==> config.mk <==
export PLATFORM = sky130hd
export DESIGN_NAME = alu_arbiter
export DESIGN_NICKNAME = d
export VERILOG_FILES = /design/src/rtl/alu_arbiter.sv
export SDC_FILE = /design/constraint.sdc
export NUM_CORES = 1
export LEC_CHECK = 0
export BUFFER_PORTS_ARGS = -buffer_cell sky130_fd_sc_hd__buf_2
export CAP_MARGIN = 20
export CORE_AREA = 2 2 165 167
export DETAILED_ROUTE_END_ITERATION = 10
export DIE_AREA = 0 0 167 169
export GPL_ROUTABILITY_DRIVEN = 0
export GPL_TIMING_DRIVEN = 1
export PLACE_DENSITY_LB_ADDON = 0.15
export RECOVER_POWER = 25
export SKIP_CTS_REPAIR_TIMING = 1
export SLEW_MARGIN = 15
export SYNTH_ARGS = -nofsm -noshare
export SYNTH_HDL_FRONTEND = slang
export SYNTH_SLANG_ARGS = --single-unit
==> constraint.sdc <==
create_clock -name clk -period 3.3 [get_ports clk]
set_input_delay 0.66 -clock clk [delete_from_list [all_inputs] [get_ports clk]]
set_output_delay 0.66 -clock clk [all_outputs]
set_load 0.03 [all_outputs]
==> src/rtl/alu_arbiter.sv <==
// Round-robin arbiter that shares a single multi-cycle ALU among NREQ requesters,
// filtering illegal opcodes and bounding the wait for ALU completion.
module alu_arbiter #(
    parameter int NREQ    = 4,
    parameter int WIDTH   = 32,
    parameter int TIMEOUT = 64
) (
    input  logic                    clk,
    input  logic                    reset,
    input  logic [NREQ-1:0]         req_valid,
    input  logic [NREQ*WIDTH-1:0]   req_a,
    input  logic [NREQ*WIDTH-1:0]   req_b,
    input  logic [NREQ*4-1:0]       req_cmd,
    output logic [NREQ-1:0]         req_ready,
    output logic [NREQ-1:0]         rsp_valid,
    output logic [WIDTH-1:0]        rsp_result,
    output logic                    rsp_error,
    output logic [WIDTH-1:0]        alu_a,
    output logic [WIDTH-1:0]        alu_b,
    output logic [3:0]              alu_cmd,
    input  logic                    alu_ready,
    input  logic                    alu_valid,
    input  logic [WIDTH-1:0]        alu_result,
    output logic [$clog2(NREQ)-1:0] grant_id,
    output logic                    busy
);
    localparam int IW = $clog2(NREQ);
    localparam int CW = $clog2(TIMEOUT) + 1;
    localparam logic [3:0] CMD_NOP = 4'b0000;
    localparam logic [3:0] CMD_MAX = 4'b1000;

    typedef enum logic [2:0] {IDLE, ISSUE, WAIT_BUSY, WAIT_DONE, RESP} state_t;

    state_t            state_q, state_d;
    logic [IW-1:0]     last_grant_q, last_grant_d;
    logic [IW-1:0]     owner_q, owner_d;
    logic [CW-1:0]     cnt_q, cnt_d, cnt_inc;
    logic [WIDTH-1:0]  alu_a_q, alu_a_d;
    logic [WIDTH-1:0]  alu_b_q, alu_b_d;
    logic [3:0]        alu_cmd_q, alu_cmd_d;
    logic [NREQ-1:0]   rsp_valid_q, rsp_valid_d;
    logic [WIDTH-1:0]  rsp_result_q, rsp_result_d;
    logic              rsp_error_q, rsp_error_d;

    logic [IW-1:0]     winner, cand;
    logic              grant;
    logic [WIDTH-1:0]  win_a, win_b;
    logic [3:0]        win_cmd;

    // Rotating priority: scanning from farthest to nearest lets the nearest
    // valid requester after last_grant overwrite the others.
    always_comb begin
        // NOTE: every always_comb output gets a default first so no path infers a latch.
        winner = '0;
        cand   = '0;
        for (int off = NREQ; off >= 1; off--) begin
            cand = IW'((int'(last_grant_q) + off) % NREQ);
            if (req_valid[cand]) winner = cand;
        end
    end

    // Gated by reset so no acceptance is signalled while the block is held in reset.
    assign grant   = reset && (state_q == IDLE) && alu_ready && (|req_valid);
    assign win_a   = req_a[int'(winner)*WIDTH +: WIDTH];
    assign win_b   = req_b[int'(winner)*WIDTH +: WIDTH];
    assign win_cmd = req_cmd[int'(winner)*4 +: 4];

    always_comb begin
        req_ready = '0;
        if (grant) req_ready[winner] = 1'b1;
    end

    always_comb begin
        state_d      = state_q;
        last_grant_d = last_grant_q;
        owner_d      = owner_q;
        cnt_d        = cnt_q;
        cnt_inc      = cnt_q + 1'b1;
        alu_a_d      = alu_a_q;
        alu_b_d      = alu_b_q;
        alu_cmd_d    = CMD_NOP;
        rsp_valid_d  = '0;
        rsp_result_d = rsp_result_q;
        rsp_error_d  = 1'b0;
        case (state_q)
            IDLE: begin
                if (grant) begin
                    owner_d = winner;
                    if (win_cmd != CMD_NOP && win_cmd <= CMD_MAX) begin
                        alu_a_d   = win_a;
                        alu_b_d   = win_b;
                        alu_cmd_d = win_cmd;
                        cnt_d     = '0;
                        state_d   = ISSUE;
                    end else begin
                        rsp_valid_d[winner] = 1'b1;
                        rsp_result_d        = '0;
                        rsp_error_d         = 1'b1;
                        state_d             = RESP;
                    end
                end
            end
            ISSUE: state_d = WAIT_BUSY;
            WAIT_BUSY, WAIT_DONE: begin
                // Completion is tested first so it beats a timeout in the same cycle.
                if (state_q == WAIT_DONE && alu_ready && alu_valid) begin
                    rsp_valid_d[owner_q] = 1'b1;
                    rsp_result_d         = alu_result;
                    state_d              = RESP;
                end else if (cnt_inc == CW'(TIMEOUT - 1)) begin
                    rsp_valid_d[owner_q] = 1'b1;
                    rsp_result_d         = '0;
                    rsp_error_d          = 1'b1;
                    state_d              = RESP;
                end else begin
                    cnt_d = cnt_inc;
                    // alu_valid is sticky, so a falling alu_ready is the only proof of acceptance.
                    if (state_q == WAIT_BUSY && !alu_ready) state_d = WAIT_DONE;
                end
            end
            RESP: begin
                last_grant_d = owner_q;
                state_d      = IDLE;
            end
            default: state_d = IDLE;
        endcase
    end

    always_ff @(posedge clk or negedge reset) begin
        if (!reset) begin
            state_q      <= IDLE;
            last_grant_q <= IW'(NREQ - 1);
            owner_q      <= '0;
            cnt_q        <= '0;
            alu_a_q      <= '0;
            alu_b_q      <= '0;
            alu_cmd_q    <= CMD_NOP;
            rsp_valid_q  <= '0;
            rsp_result_q <= '0;
            rsp_error_q  <= 1'b0;
        end else begin
            // NOTE: non-blocking assignments so every flop samples pre-edge values.
            state_q      <= state_d;
            last_grant_q <= last_grant_d;
            owner_q      <= owner_d;
            cnt_q        <= cnt_d;
            alu_a_q      <= alu_a_d;
            alu_b_q      <= alu_b_d;
            alu_cmd_q    <= alu_cmd_d;
            rsp_valid_q  <= rsp_valid_d;
            rsp_result_q <= rsp_result_d;
            rsp_error_q  <= rsp_error_d;
        end
    end

    assign rsp_valid  = rsp_valid_q;
    assign rsp_result = rsp_result_q;
    assign rsp_error  = rsp_error_q;
    assign alu_a      = alu_a_q;
    assign alu_b      = alu_b_q;
    assign alu_cmd    = alu_cmd_q;
    assign grant_id   = grant ? winner : owner_q;
    assign busy       = (state_q != IDLE);

endmodule

Word-level counts from Yosys, hierarchy flattened. Cells that the tools add are included.

Bits in registers: 119. Bits in latches: 0. RAM bits: 0. Memory bits (read-only): 0. Bits of input ports: 312. Output and inout bits: 112. Word-level logic and storage cells: 106. Memories: 0.

$add $sub $neg: 5. Multipliers: 0. Divide/modulo/power cells: 0. $lt $le $gt $ge: 9. Equal/unequal tests: 12. Shift-type cells: 3. Multiplexer cells: 47. Bitwise logic cells: 0. Reductions and logical operators: 20.

Operator list (count): $shiftx A128 B8 Y32 (2); $mux W32 (4); $pmux W32 S2 (1); $mux W4 (8); $mux W7 (4); $lt A2 B3 Y1 const B (6); $shiftx A16 B5 Y4 (1); $mux W3 (5); $pmux W7 S2 (1); $mux W1 (10); $mux W2 (5); $logic_and A1 B1 Y1 (9); $pmux W3 S3 (1); $bmux W1 S2 (4); $ne A2 B2 Y1 const B (4); $pmux W4 S2 (1); $add A7 B1 Y7 const B (1); $eq A7 B6 Y1 const B (1); $eq A3 B2 Y1 const B (2); $reduce_and A5 Y1 (1); $add A2 B1 Y2 const B (2); $add A2 B2 Y2 const B (2); $demux W1 S2 (2); $ge A2 B1 Y1 const B (2); 17 further kinds (17).

Longest topological paths before layout. Gate-level depths: netlist of run 1.

Word-level depth: 14. Mapped depth: 12. Depth with buffers taken out: 9.

Least setup slack after synthesis of run 1. No wires, ideal clock.

Kind: input -> output. From: input port req_valid[2]. To: output port req_ready[0]. Data arrival time: 2423 ps. Data required time: 2640 ps. Path slack: 217 ps. Stages on the path: 6. Cells stage by stage: nor2_1 a31oi_1 and2_1 buf_4 clkbuf_1 nor4_1.

Longest elaborated chain between the ends: 11. Elaborated cells on any way between the ends: 20.

Ends and longest elaborated chain: from (decl) (RTL line 10) `input logic [NREQ-1:0] req_valid,`; $bmux W1 S2 (RTL line 58) `if (req_valid[cand]) winner = cand;`; $mux W1 (implied by the code) (RTL line 58); $mux W2 (4 in series) (RTL line 58); $lt A2 B3 Y1 (implied by the code) / $ge A2 B1 Y1 (equally long branches) (RTL line 70) `if (grant) req_ready[winner] = 1'b1;`; $logic_and A1 B1 Y1 (implied by the code) (RTL line 70); $mux W1 (implied by the code) (RTL line 70); $demux W1 S2 (RTL line 70); $mux W4 (*) (RTL line 70); to (decl) (RTL line 14) `output logic [NREQ-1:0] req_ready,`.

Every way passes the cells marked *; elsewhere a longest branch is shown, timed or not. The select of a mux whose other input is x is not followed.

Worst setup path in the final report of run 1.
From: register last_grant_q[1]. To: output port req_ready[1].

Longest elaborated chain between the ends: 12. Elaborated cells on any way between the ends: 22.

Ends and longest elaborated chain: from (decl) (RTL line 35) `logic [IW-1:0] last_grant_q, last_grant_d;`; from (signal assigned) (RTL line 132) `last_grant_q <= IW'(NREQ - 1);`; from (signal assigned) (RTL line 144) `last_grant_q <= last_grant_d;`; $add A2 B1 Y2 (RTL line 57) `cand = IW'((int'(last_grant_q) + off) % NREQ);`; $bmux W1 S2 (RTL line 58); $mux W1 (implied by the code) (RTL line 58); $mux W2 (3 in series) (RTL line 58); $mux W2 (*) (RTL line 58); $lt A2 B3 Y1 (implied by the code) / $ge A2 B1 Y1 (equally long branches) (RTL line 70); $logic_and A1 B1 Y1 (implied by the code) (RTL line 70); $mux W1 (implied by the code) (RTL line 70); $demux W1 S2 (*) (RTL line 70); $mux W4 (*) (RTL line 70).

Marks and branches as above.

==> summary.txt, run 1 <==
Status
  – Status: completed

Global route
  – Remaining global-route overflow: 0
  – Most Crowded Layer GR: met2
  – Met1 Usage GRT: 0.226
  – Initial antenna violation count: 3
  – GRT Util Overall: 0.186
  – Vias in the first global route: 7321
  – First-pass GRT wire length: 41100 um
  – Largest net degree at the start of global routing: 73
  – Met3 Track Usage GR: 0.0573
  – Met2 Use GR: 0.320

Timing
  – Unrepaired setup endpoints after global routing: false
  – Pin slew with the least headroom to its limit: 1.23 ns
  – Relative slew slack: 0.179
  – Final setup skew: 0.0157 ns
  – Setup_tns: 0 ns
  – Final Max Slew Viols: 0
  – Setup-failing EPs final: 0
  – Worst hold slack: 0.457 ns
  – Final worst path period share: 0.942
  – Shortest period the worst path allows: 3.11 ns
  – Hold Vio Cnt, Final: 0
  – Max Clock Freq: 322 MHz
  – Worst Slack Setup Final: 0.190 ns

Layout
  – Fin area: 9870 um2
  – Area Overhead vs Synth: 45.1%
  – Post-Layout Cell Count: 1670
  – Fin util: 0.372
  – Most common cell after layout, fill and taps aside: nand2_1
  – Final Net Count: 1627
  – Most frequent cells in the layout: 401 x nand2_1, 384 x buf_2, 134 x nand3_1
  – Ratio of cells with drive above 1 in the final layout: 0.346

Yosys
  – Mapped Cells: 918
  – Syn nets: 1232
  – Sequential area share after synthesis: 0.438
  – Avg Cell Area, Syn: 7.40 um2
  – FFs w/ async S/R, synth: 1.00
  – Cell Area, Synth: 6800 um2
  – Synth cell types: 43
  – Yosys Warn Count: 0
  – Post-synth EDFFs: 0
  – Ranking of synthesized cells by area: dfrtp_1 43%, nand2_1 22%, nand3_1 9.9%
  – Ys flop type: dfrtp_1
  – Synthesis-stage register bit count: 119
  – Yosys top cell area share: 0.431
  – Area leader, netlist: dfrtp_1

Critical path
  – Max Fanout on Critical Path: 33
  – Setup crit start kind: register
  – Endpoint type of the worst setup path: primary output
  – CP Class: reg2out
  – CP arrival: 2.45 ns
  – Crit path required time: 2.64 ns

Place
  – Dpl cell area: 9300 um2
  – DP Cell Count: 1635
  – Dpl hpwl: 20600 um
  – PortBufs: 423
  – Setup WS pre-CTS: 0.124 ns

Route
  – DR DRC count: 0
  – First DRT Iteration DRCs: 397
  – Final ANT Viol Nets: 0
  – Vias per cell: 4.62
  – Routed wire length: 26800 um
  – DR vias: 7721
  – Routed len/inst: 16.1 um
  – TritonRoute pass-1 iters: 5

Clock network
  – CTS max path bufs: 2
  – Total CTS buffers: 17
  – # clock sinks: 119
  – Clock tree root buffer cell: clkbuf_16
  – H-tree level count: 4
  – TritonCTS clock tree: yes
  – Worst skew pair latency: 0.42 ns
  – Worst-path clk slew: 0.07 ns

Power
  – Total power: 9.11 mW
  – Worst ir drop on vdd: 0.000504 V
  – Pwr dens: 923 nW/um2
  – Leakage power: 5.36 nW

Floorplan
  – Die Wd: 167 um
  – Die Ht: 169 um
  – Ports: 424
  – CORE AREA: 26500 um2
  – Rows: 60
  – Initial core utilization: 0.257
  – Die area: 28200 um2

Hold path
  – Hold Crit Class: in2reg

Flow run
  – Total of max-cap violations: 0
[metal layers]
layer / up-vias / share of wire
met5: - / 0
met4: 0 / 0.017
met3: 26 / 0.071
met2: 295 / 0.49
met1: 3547 / 0.42
li1: 3853 / -
[critical path, cell delays in order (launching register included)]
cell     delay [ns]
dfstp_2        0.59
mux2_4         0.32
a22oi_2        0.19
o21a_2         0.31
buf_6          0.31
nor4_1         0.11
buf_2          0.20
[report_power, final]
part | total [mW] | internal (mW) | switching (mW)
registers | 2.50 | 2.10 | 0.408
clock network | 1.94 | 1.22 | 0.721
logic | 4.66 | 1.45 | 3.21
total | 9.11 | 4.77 | 4.34
[worst paths after layout]
kind                            startpoint        endpoint  slack (ns)  depth (start not counted)
min reg2reg                      alu_b[29]       alu_b[29]        0.47                          2
max                        last_grant_q[1]    req_ready[1]        0.19                          6
min in group asynchronous            reset      alu_cmd[1]        0.63                          2
max reg2reg                last_grant_q[1]        cnt_q[5]        0.27                          9
min                         alu_result[10]  rsp_result[10]        0.46                          2
max in group asynchronous            reset       alu_b[22]        1.06                          3
[cell type report]
type	count	area (um2)
antenna	3	7.51
clock buffer	19	443
clock inverter	13	171
fill	2933	16600
inverter	5	18.8
multi-input combinational	725	3530
sequential	119	2980
tap	341	427
timing repair buffer	445	2280
[Yosys cell counts, types with 2 or more instances]
master,instances
buf_2,8
buf_1,4
or3_1,2
o21ai_0,70
inv_1,5
buf_6,4
nor4_1,2
nand2b_1,3
clkbuf_1,52
a31oi_1,2
ha_1,2
mux2i_1,5
a21oi_1,7
a32o_1,4
nand2_1,402
mux2_4,6
o31ai_1,2
dfstp_2,2
o21ai_1,2
a22o_1,34
o21a_1,3
nand3_1,135
o41ai_1,2
nor2_1,19
nor2b_1,4
dfrtp_1,117
xor2_1,4
[sequential cells by signal (all words and copies together), names as in the netlist]
signal	flops
rsp_result	32
alu_cmd	4
last_grant_q	2
owner_q	2
alu_a	32
rsp_valid	4
cnt_q	7
state_q	3
alu_b	32
rsp_error	1
[cells by family after synthesis]
group / synth area share
DFF: 0.438
muxes: 0.0223
and+or+nand+nor: 0.354
adders and majority gates: 0.00368
buffers and inverters: 0.0473
AOI/OAI and AO/OA: 0.129
xor gates and xnor gates: 0.00515
No activity file was read; power rests on OpenSTA's default activity.
==> inputs of run 2 (changes only) <==
--- a/config.mk
+++ b/config.mk
@@ -5,11 +5,12 @@
 export SDC_FILE = /design/constraint.sdc
 export NUM_CORES = 1
 export LEC_CHECK = 0
+export ABC_AREA = 1
 export BUFFER_PORTS_ARGS = -buffer_cell sky130_fd_sc_hd__buf_2
 export CAP_MARGIN = 20
-export CORE_AREA = 2 2 165 167
+export CORE_AREA = 2 2 164 166
 export DETAILED_ROUTE_END_ITERATION = 10
-export DIE_AREA = 0 0 167 169
+export DIE_AREA = 0 0 166 168
 export GPL_ROUTABILITY_DRIVEN = 0
 export GPL_TIMING_DRIVEN = 1
 export PLACE_DENSITY_LB_ADDON = 0.15
==> summary.txt, run 2 <==
Layout
  – Most frequent cells in the layout: 505 x nand2_1, 399 x buf_2, 160 x nand3_1 (was 401 x nand2_1, 384 x buf_2, 134 x nand3_1)
  – Register area: 2980 um2 (unchanged)
  – Area Overhead vs Synth: 42.4% (was 45.1%)
  – Fillcell total: 2879 (was 2933)
  – Final Net Count: 1741 (was 1627)
  – Most common cell after layout, fill and taps aside: nand2_1 (unchanged)
  – Area occupied by multi-input gates: 3620 um2 (was 3530 um2)
  – Ratio of cells with drive above 1 in the final layout: 0.328 (was 0.346)

Place
  – Dpl hpwl: 21600 um (was 20600 um)
  – PortBufs: 423 (unchanged)

Yosys
  – Synth top cells by count: 505 x nand2_1, 160 x nand3_1, 117 x dfrtp_1 (was 402 x nand2_1, 135 x nand3_1, 117 x dfrtp_1)
  – Synth cell types: 30 (was 43)
  – Synthesis-stage register bit count: 119 (unchanged)
  – Post-synth EDFFs: 0 (unchanged)
  – Avg Cell Area, Syn: 6.85 um2 (was 7.40 um2)
  – Cell Area, Synth: 7090 um2 (was 6800 um2)
  – Count leader, synth: nand2_1 (unchanged)
  – Yosys top cell area share: 0.413 (was 0.431)
  – FFs w/ async S/R, synth: 1.00 (unchanged)
  – Mapped Cells: 1036 (was 918)
  – Yosys Warn Count: 0 (unchanged)
  – Syn nets: 1350 (was 1232)
  – Ys flop type: dfrtp_1 (unchanged)
  – Area leader, netlist: dfrtp_1 (unchanged)
  – Ranking of synthesized cells by area: dfrtp_1 41%, nand2_1 27%, nand3_1 11% (was dfrtp_1 43%, nand2_1 22%, nand3_1 9.9%)
  – Sequential area share after synthesis: 0.420 (was 0.438)

Global route
  – Met2 Use GR: 0.353 (was 0.320)
  – Remaining global-route overflow: 0 (unchanged)
  – Most Crowded Layer GR: met2 (unchanged)
  – Vias in the first global route: 8106 (was 7321)
  – GRT Util Overall: 0.203 (was 0.186)
  – Initial antenna violation count: 3 (unchanged)
  – Largest net degree at the start of global routing: 83 (was 73)
  – Met3 Track Usage GR: 0.0508 (was 0.0573)
  – First-pass GRT wire length: 45000 um (was 41100 um)
  – Met1 Usage GRT: 0.250 (was 0.226)

Floorplan
  – Die area: 27900 um2 (was 28200 um2)
  – CORE AREA: 26400 um2 (was 26500 um2)
  – Die Wd: 166 um (was 167 um)
  – Initial core utilization: 0.269 (was 0.257)
  – Rows: 60 (unchanged)
  – Die Ht: 168 um (was 169 um)
  – Ports: 424 (unchanged)

Status
  – Violated checks: max-capacitance violations, max-slew violations
  – Status: complete, but fails checks (was completed)

Clock network
  – Clock tree root buffer cell: clkbuf_16 (unchanged)
  – Total CTS buffers: 17 (unchanged)
  – Worst skew pair latency: 0.41 ns (was 0.42 ns)
  – # clock sinks: 119 (unchanged)
  – CTS max path bufs: 2 (unchanged)
  – Worst-path clk slew: 0.07 ns (about the same)
  – TritonCTS clock tree: yes (unchanged)
  – H-tree level count: 4 (unchanged)

Critical path
  – CP arrival: 2.43 ns (was 2.45 ns)
  – Setup crit start kind: register (unchanged)
  – CP Class: reg2out (unchanged)
  – RR Startpoint: last_grant_q[0] (was last_grant_q[1])
  – CP startpoint: state_q[1] (was last_grant_q[1])
  – Endpoint type of the worst setup path: primary output (unchanged)
  – R2R setup slack: 0.33 ns (was 0.27 ns)
  – CP peak stage delay: 0.41 ns (was 0.59 ns)
  – Crit path required time: 2.64 ns (about the same)
  – Reg2reg end: alu_b[30] (was cnt_q[5])
  – Kind of cell adding the most delay to the critical path: simple AND/OR/NAND/NOR gates (was flip-flops)
  – Register-to-Register Path Depth: 20 (was 9)
  – Max Fanout on Critical Path: 11 (was 33)
  – Capture point of the worst path: req_ready[0] (was req_ready[1])
  – Critical path buffers and inverters: 4 (was 2)
  – Cell mode on critical path: inv_1
  – CP Cell Sequence: nor3_2 -> inv_1 -> nor4_1 -> buf_4 -> inv_1 -> nor3_1 -> buf_2 (was mux2_4 -> a22oi_2 -> o21a_2 -> buf_6 -> nor4_1 -> buf_2)
  – Crit-path slowest cell: dfrtp_1 (was dfstp_2)
  – Stages on worst setup path: 7 (was 6)

Route
  – Routed wire length: 28900 um (was 26800 um)
  – Routed len/inst: 16.2 um (was 16.1 um)
  – Vias per cell: 4.68 (was 4.62)
  – Final ANT Viol Nets: 0 (unchanged)
  – TritonRoute pass-1 iters: 7 (was 5)
  – First DRT Iteration DRCs: 464 (was 397)
  – DR vias: 8352 (was 7721)
  – DR DRC count: 0 (unchanged)

Timing
  – Unrepaired setup endpoints after global routing: false (unchanged)
  – Final Max Slew Viols: 64 (was 0)
  – Final setup skew: 0.00969 ns (was 0.0157 ns)
  – Final worst path period share: 0.936 (was 0.942)
  – Setup-failing EPs final: 0 (unchanged)
  – Hold Vio Cnt, Final: 0 (unchanged)
  – Relative slew slack: -0.135 (was 0.179)
  – Setup_tns: 0 ns (unchanged)
  – Max Clock Freq: 324 MHz (was 322 MHz)
  – Pin slew with the least headroom to its limit: 1.70 ns (was 1.23 ns)
  – Shortest period the worst path allows: 3.09 ns (was 3.11 ns)

Flow run
  – Total of max-cap violations: 1 (was 0)

Power
  – Worst ir drop on vdd: 0.000640 V (was 0.000504 V)
  – Total power: 11.8 mW (was 9.11 mW)
  – Leakage power: 5.66 nW (was 5.36 nW)
  – Pwr dens: 1170 nW/um2 (was 923 nW/um2)

Hold path
  – Hold Crit Class: in2reg (unchanged)
[run 2: worst min path at each step]
| stage | start | to | slack (ns) | cells after the start |
|---|---|---|---|---|
| 6_report | alu_result[13] | rsp_result[13] | 0.44 | 3 |
| 5_1_grt | alu_result[13] | rsp_result[13] | 0.43 | 3 |
| 4_1_cts | alu_result[20] | rsp_result[20] | 0.42 | 3 |
| 3_5_place_dp | alu_b[0] | alu_b[0] | 0.45 | 2 |
| 3_3_place_gp | rsp_result[17] | rsp_result[17] | 0.45 | 2 |
| 2_1_floorplan | reset | alu_a[0] | 0.36 | 0 |
[run 2: per-layer routing]
| metal | up-vias | wire length (um) |
|---|---|---|
| li1 | 4163 | - |
| met1 | 3874 | 12200 |
| met2 | 289 | 14300 |
| met3 | 24 | 1940 |
| met4 | 2 | 439 |
| met5 | - | 13 |
[run 2: area by class of cell]
cell class,count,area share
multi-input combinational,810,0.358
sequential,119,0.295
timing repair buffer,444,0.229
tap,341,0.0422
clock buffer,17,0.0421
clock inverter,15,0.0188
inverter,35,0.0135
antenna,2,0.000495
[run 2: worst min-delay path: stages]
cell and delay [ns]:
buf_2 0.07, nand2_1 0.04, nand2_1 0.05
[run 2: cell families (layout without fill, tap and decap cells)]
family          after synthesis  in the layout  synth area share
other cells                   0              2                 0
fa+ha+maj                     2              2           0.00353
compound gates               18             18            0.0153
xor+xnor                      5              5           0.00618
buf+inv                     107            511            0.0744
flops                       119            119             0.420
simple gates                785            785             0.480
[run 2: report_power, final]
part | total (mW) | internal, mW | switching (mW)
logic | 7.50 | 2.12 | 5.38
clock network | 1.96 | 1.21 | 0.754
registers | 2.35 | 2.03 | 0.328
[run 2: metrics by stage]
stage / util / area [um2] / instances / hold slack, ns / setup slack [ns]
4_1_cts: 0.384 / 10100 / 1781 / 0.422 / 0.0417
3_3_place_gp: 0.360 / 9500 / 1749 / 0.449 / 0.230
3_5_place_dp: 0.360 / 9500 / 1749 / 0.454 / 0.181
6_report: 0.383 / 10100 / 1783 / 0.444 / 0.210
2_1_floorplan: - / 7090 / 1036 / 0.364 / 0.148
5_1_grt: 0.383 / 10100 / 1783 / 0.430 / 0.00744
==> inputs of run 3 (changes only) <==
--- a/config.mk
+++ b/config.mk
@@ -8,13 +8,15 @@
 export ABC_AREA = 1
 export BUFFER_PORTS_ARGS = -buffer_cell sky130_fd_sc_hd__buf_2
 export CAP_MARGIN = 20
-export CORE_AREA = 2 2 164 166
+export CORE_ASPECT_RATIO = 0.5
+export CORE_MARGIN = 2
+export CORE_UTILIZATION = 35
 export DETAILED_ROUTE_END_ITERATION = 10
-export DIE_AREA = 0 0 166 168
 export GPL_ROUTABILITY_DRIVEN = 0
 export GPL_TIMING_DRIVEN = 1
-export PLACE_DENSITY_LB_ADDON = 0.15
+export PLACE_DENSITY_LB_ADDON = 0.1
 export RECOVER_POWER = 25
+export REMOVE_ABC_BUFFERS = 1
 export SKIP_CTS_REPAIR_TIMING = 1
 export SLEW_MARGIN = 15
 export SYNTH_ARGS = -nofsm -noshare
==> summary.txt, run 3 (synthesized netlist as in run 2, its figures left out) <==
Status
  – Status: complete, but fails checks (unchanged)
  – Violated checks: max-capacitance violations, max-slew violations (unchanged)

Critical path
  – CP Cell Sequence: inv_4 -> nand2_1 -> nand3_1 -> nand2_1 -> inv_1 -> nand2_1 -> nand2_1 -> nand2_2 -> nand2_4 -> buf_8 -> nor2_1 -> buf_2 (was nor3_2 -> inv_1 -> nor4_1 -> buf_4 -> inv_1 -> nor3_1 -> buf_2)
  – Critical path buffers and inverters: 4 (unchanged)
  – Kind of cell adding the most delay to the critical path: simple AND/OR/NAND/NOR gates (unchanged)
  – CP Class: reg2out (unchanged)
  – Crit-path slowest cell: dfstp_2 (was dfrtp_1)
  – Cell mode on critical path: nand2_1 (was inv_1)
  – Crit path required time: 2.64 ns (about the same)
  – Max Fanout on Critical Path: 45 (was 11)
  – Setup crit start kind: register (unchanged)
  – CP peak stage delay: 0.63 ns (was 0.41 ns)
  – CP arrival: 2.45 ns (was 2.43 ns)
  – Endpoint type of the worst setup path: primary output (unchanged)

Layout
  – Ratio of cells with drive above 1 in the final layout: 0.325 (was 0.328)
  – Most common cell after layout, fill and taps aside: nand2_1 (unchanged)
  – Post-Layout Cell Count: 1709 (was 1783)
  – Final Net Count: 1741 (unchanged)
  – Most frequent cells in the layout: 505 x nand2_1, 394 x buf_2, 160 x nand3_1 (was 505 x nand2_1, 399 x buf_2, 160 x nand3_1)
  – Area Overhead vs Synth: 40.9% (was 42.4%)

Clock network
  – Clock tree root buffer cell: clkbuf_16 (unchanged)
  – TritonCTS clock tree: yes (unchanged)
  – H-tree level count: 4 (unchanged)
  – CTS max path bufs: 2 (unchanged)
  – Worst skew pair latency: 0.41 ns (about the same)
  – Worst-path clk slew: 0.06 ns (was 0.07 ns)
  – # clock sinks: 119 (unchanged)
  – Total CTS buffers: 17 (unchanged)

Global route
  – Initial antenna violation count: 5 (was 3)
  – Remaining global-route overflow: 0 (unchanged)
  – GRT Util Overall: 0.237 (was 0.203)
  – Largest net degree at the start of global routing: 85 (was 83)
  – Vias in the first global route: 8069 (was 8106)
  – First-pass GRT wire length: 40700 um (was 45000 um)

Floorplan
  – Die Wd: 205 um (was 166 um)
  – Initial core utilization: 0.360 (was 0.269)
  – CORE AREA: 19700 um2 (was 26400 um2)
  – Die Ht: 105 um (was 168 um)
  – Rows: 36 (was 60)
  – Ports: 424 (unchanged)
  – Die area: 21500 um2 (was 27900 um2)

Flow run
  – Total of max-cap violations: 1 (unchanged)

Power
  – Pwr dens: 1170 nW/um2 (about the same)
  – Total power: 11.7 mW (was 11.8 mW)
  – Worst ir drop on vdd: 0.000520 V (was 0.000640 V)
  – Leakage power: 5.64 nW (was 5.66 nW)

Timing
  – Unrepaired setup endpoints after global routing: false (unchanged)
  – Max Clock Freq: 321 MHz (was 324 MHz)
  – Hold Vio Cnt, Final: 0 (unchanged)
  – Shortest period the worst path allows: 3.11 ns (was 3.09 ns)
  – Final worst path period share: 0.943 (was 0.936)
  – Setup-failing EPs final: 0 (unchanged)
  – Pin slew with the least headroom to its limit: 1.93 ns (was 1.70 ns)
  – Final setup skew: 0.00680 ns (was 0.00969 ns)
  – Setup_tns: 0 ns (unchanged)
  – Final Max Slew Viols: 37 (was 64)
  – Relative slew slack: -0.284 (was -0.135)

Route
  – DR vias: 8439 (was 8352)
  – First DRT Iteration DRCs: 550 (was 464)
  – Final ANT Viol Nets: 0 (unchanged)
  – TritonRoute pass-1 iters: 7 (unchanged)
  – Routed wire length: 26100 um (was 28900 um)
  – Vias per cell: 4.94 (was 4.68)
  – Routed len/inst: 15.3 um (was 16.2 um)
  – DR DRC count: 0 (unchanged)

Place
  – DP Cell Count: 1674 (was 1749)
  – Dpl hpwl: 19800 um (was 21600 um)
  – PortBufs: 423 (unchanged)

Hold path
  – Hold Crit Class: in2reg (unchanged)
==> run 3: cell count changes in the layout (fill, tap and decap cells not counted), moves of 2 or more <==
cell / change
buf_12: -5
buf_2: -5
buf_4: +5
bufinv_16: +3
clkbuf_1: +6
clkinv_4: -2
inv_6: -3
==> run 3: final cells by class <==
cell class / instances / area, um2
clock inverters: 15 / 249
well taps: 266 / 333
inverters: 35 / 136
flip-flops and latches: 119 / 2980
diodes: 3 / 7.51
fillers: 2048 / 9690
repair buffers: 444 / 2250
multi-input cells: 810 / 3620
clock buffers: 17 / 425
==> run 3: power by group <==
group          total [mW]  internal, mW  switching, mW
Combinational        7.25          2.03           5.22
Clock                2.13          1.42          0.706
Sequential           2.36          2.03          0.338
==> run 3: layer usage <==
metal | up-vias | global-route usage | routed length, um | share of wire
met1 | 3900 | 0.300 | 11200 | 0.43
met4 | 4 | 0.0858 | 683 | 0.026
met2 | 318 | 0.402 | 12600 | 0.48
met5 | - | 0 | 26 | 0.0010
li1 | 4164 | - | - | -
met3 | 53 | 0.0446 | 1550 | 0.059
==> run 3: path summary, 6_finish.rpt <==
kind | start | end | slack [ns] | depth (start not counted)
min | alu_result[8] | rsp_result[8] | 0.45 | 3
max reg2reg | last_grant_q[0] | alu_b[26] | 0.37 | 20
max in group asynchronous | reset | alu_a[31] | 0.73 | 3
max | last_grant_q[0] | req_ready[2] | 0.19 | 12
min reg2reg | alu_a[31] | alu_a[31] | 0.46 | 2
min in group asynchronous | reset | alu_cmd[3] | 0.96 | 2
==> run 3: tightest hold or removal path, cell delays in order <==
cell	delay, ns
buf_2	0.08
nand2_1	0.04
nand2_1	0.05
==> run 3: stage by stage <==
stage          area [um2]   util  setup WS [ns]  hold WS (ns)
2_1_floorplan        6700      -          -2.89         0.364
3_3_place_gp         9330  0.474          0.346         0.449
3_5_place_dp         9330  0.474          0.261         0.453
4_1_cts             10000  0.508         0.0257         0.319
5_1_grt              9990  0.508        0.00880         0.440
6_report             9990  0.508          0.187         0.451
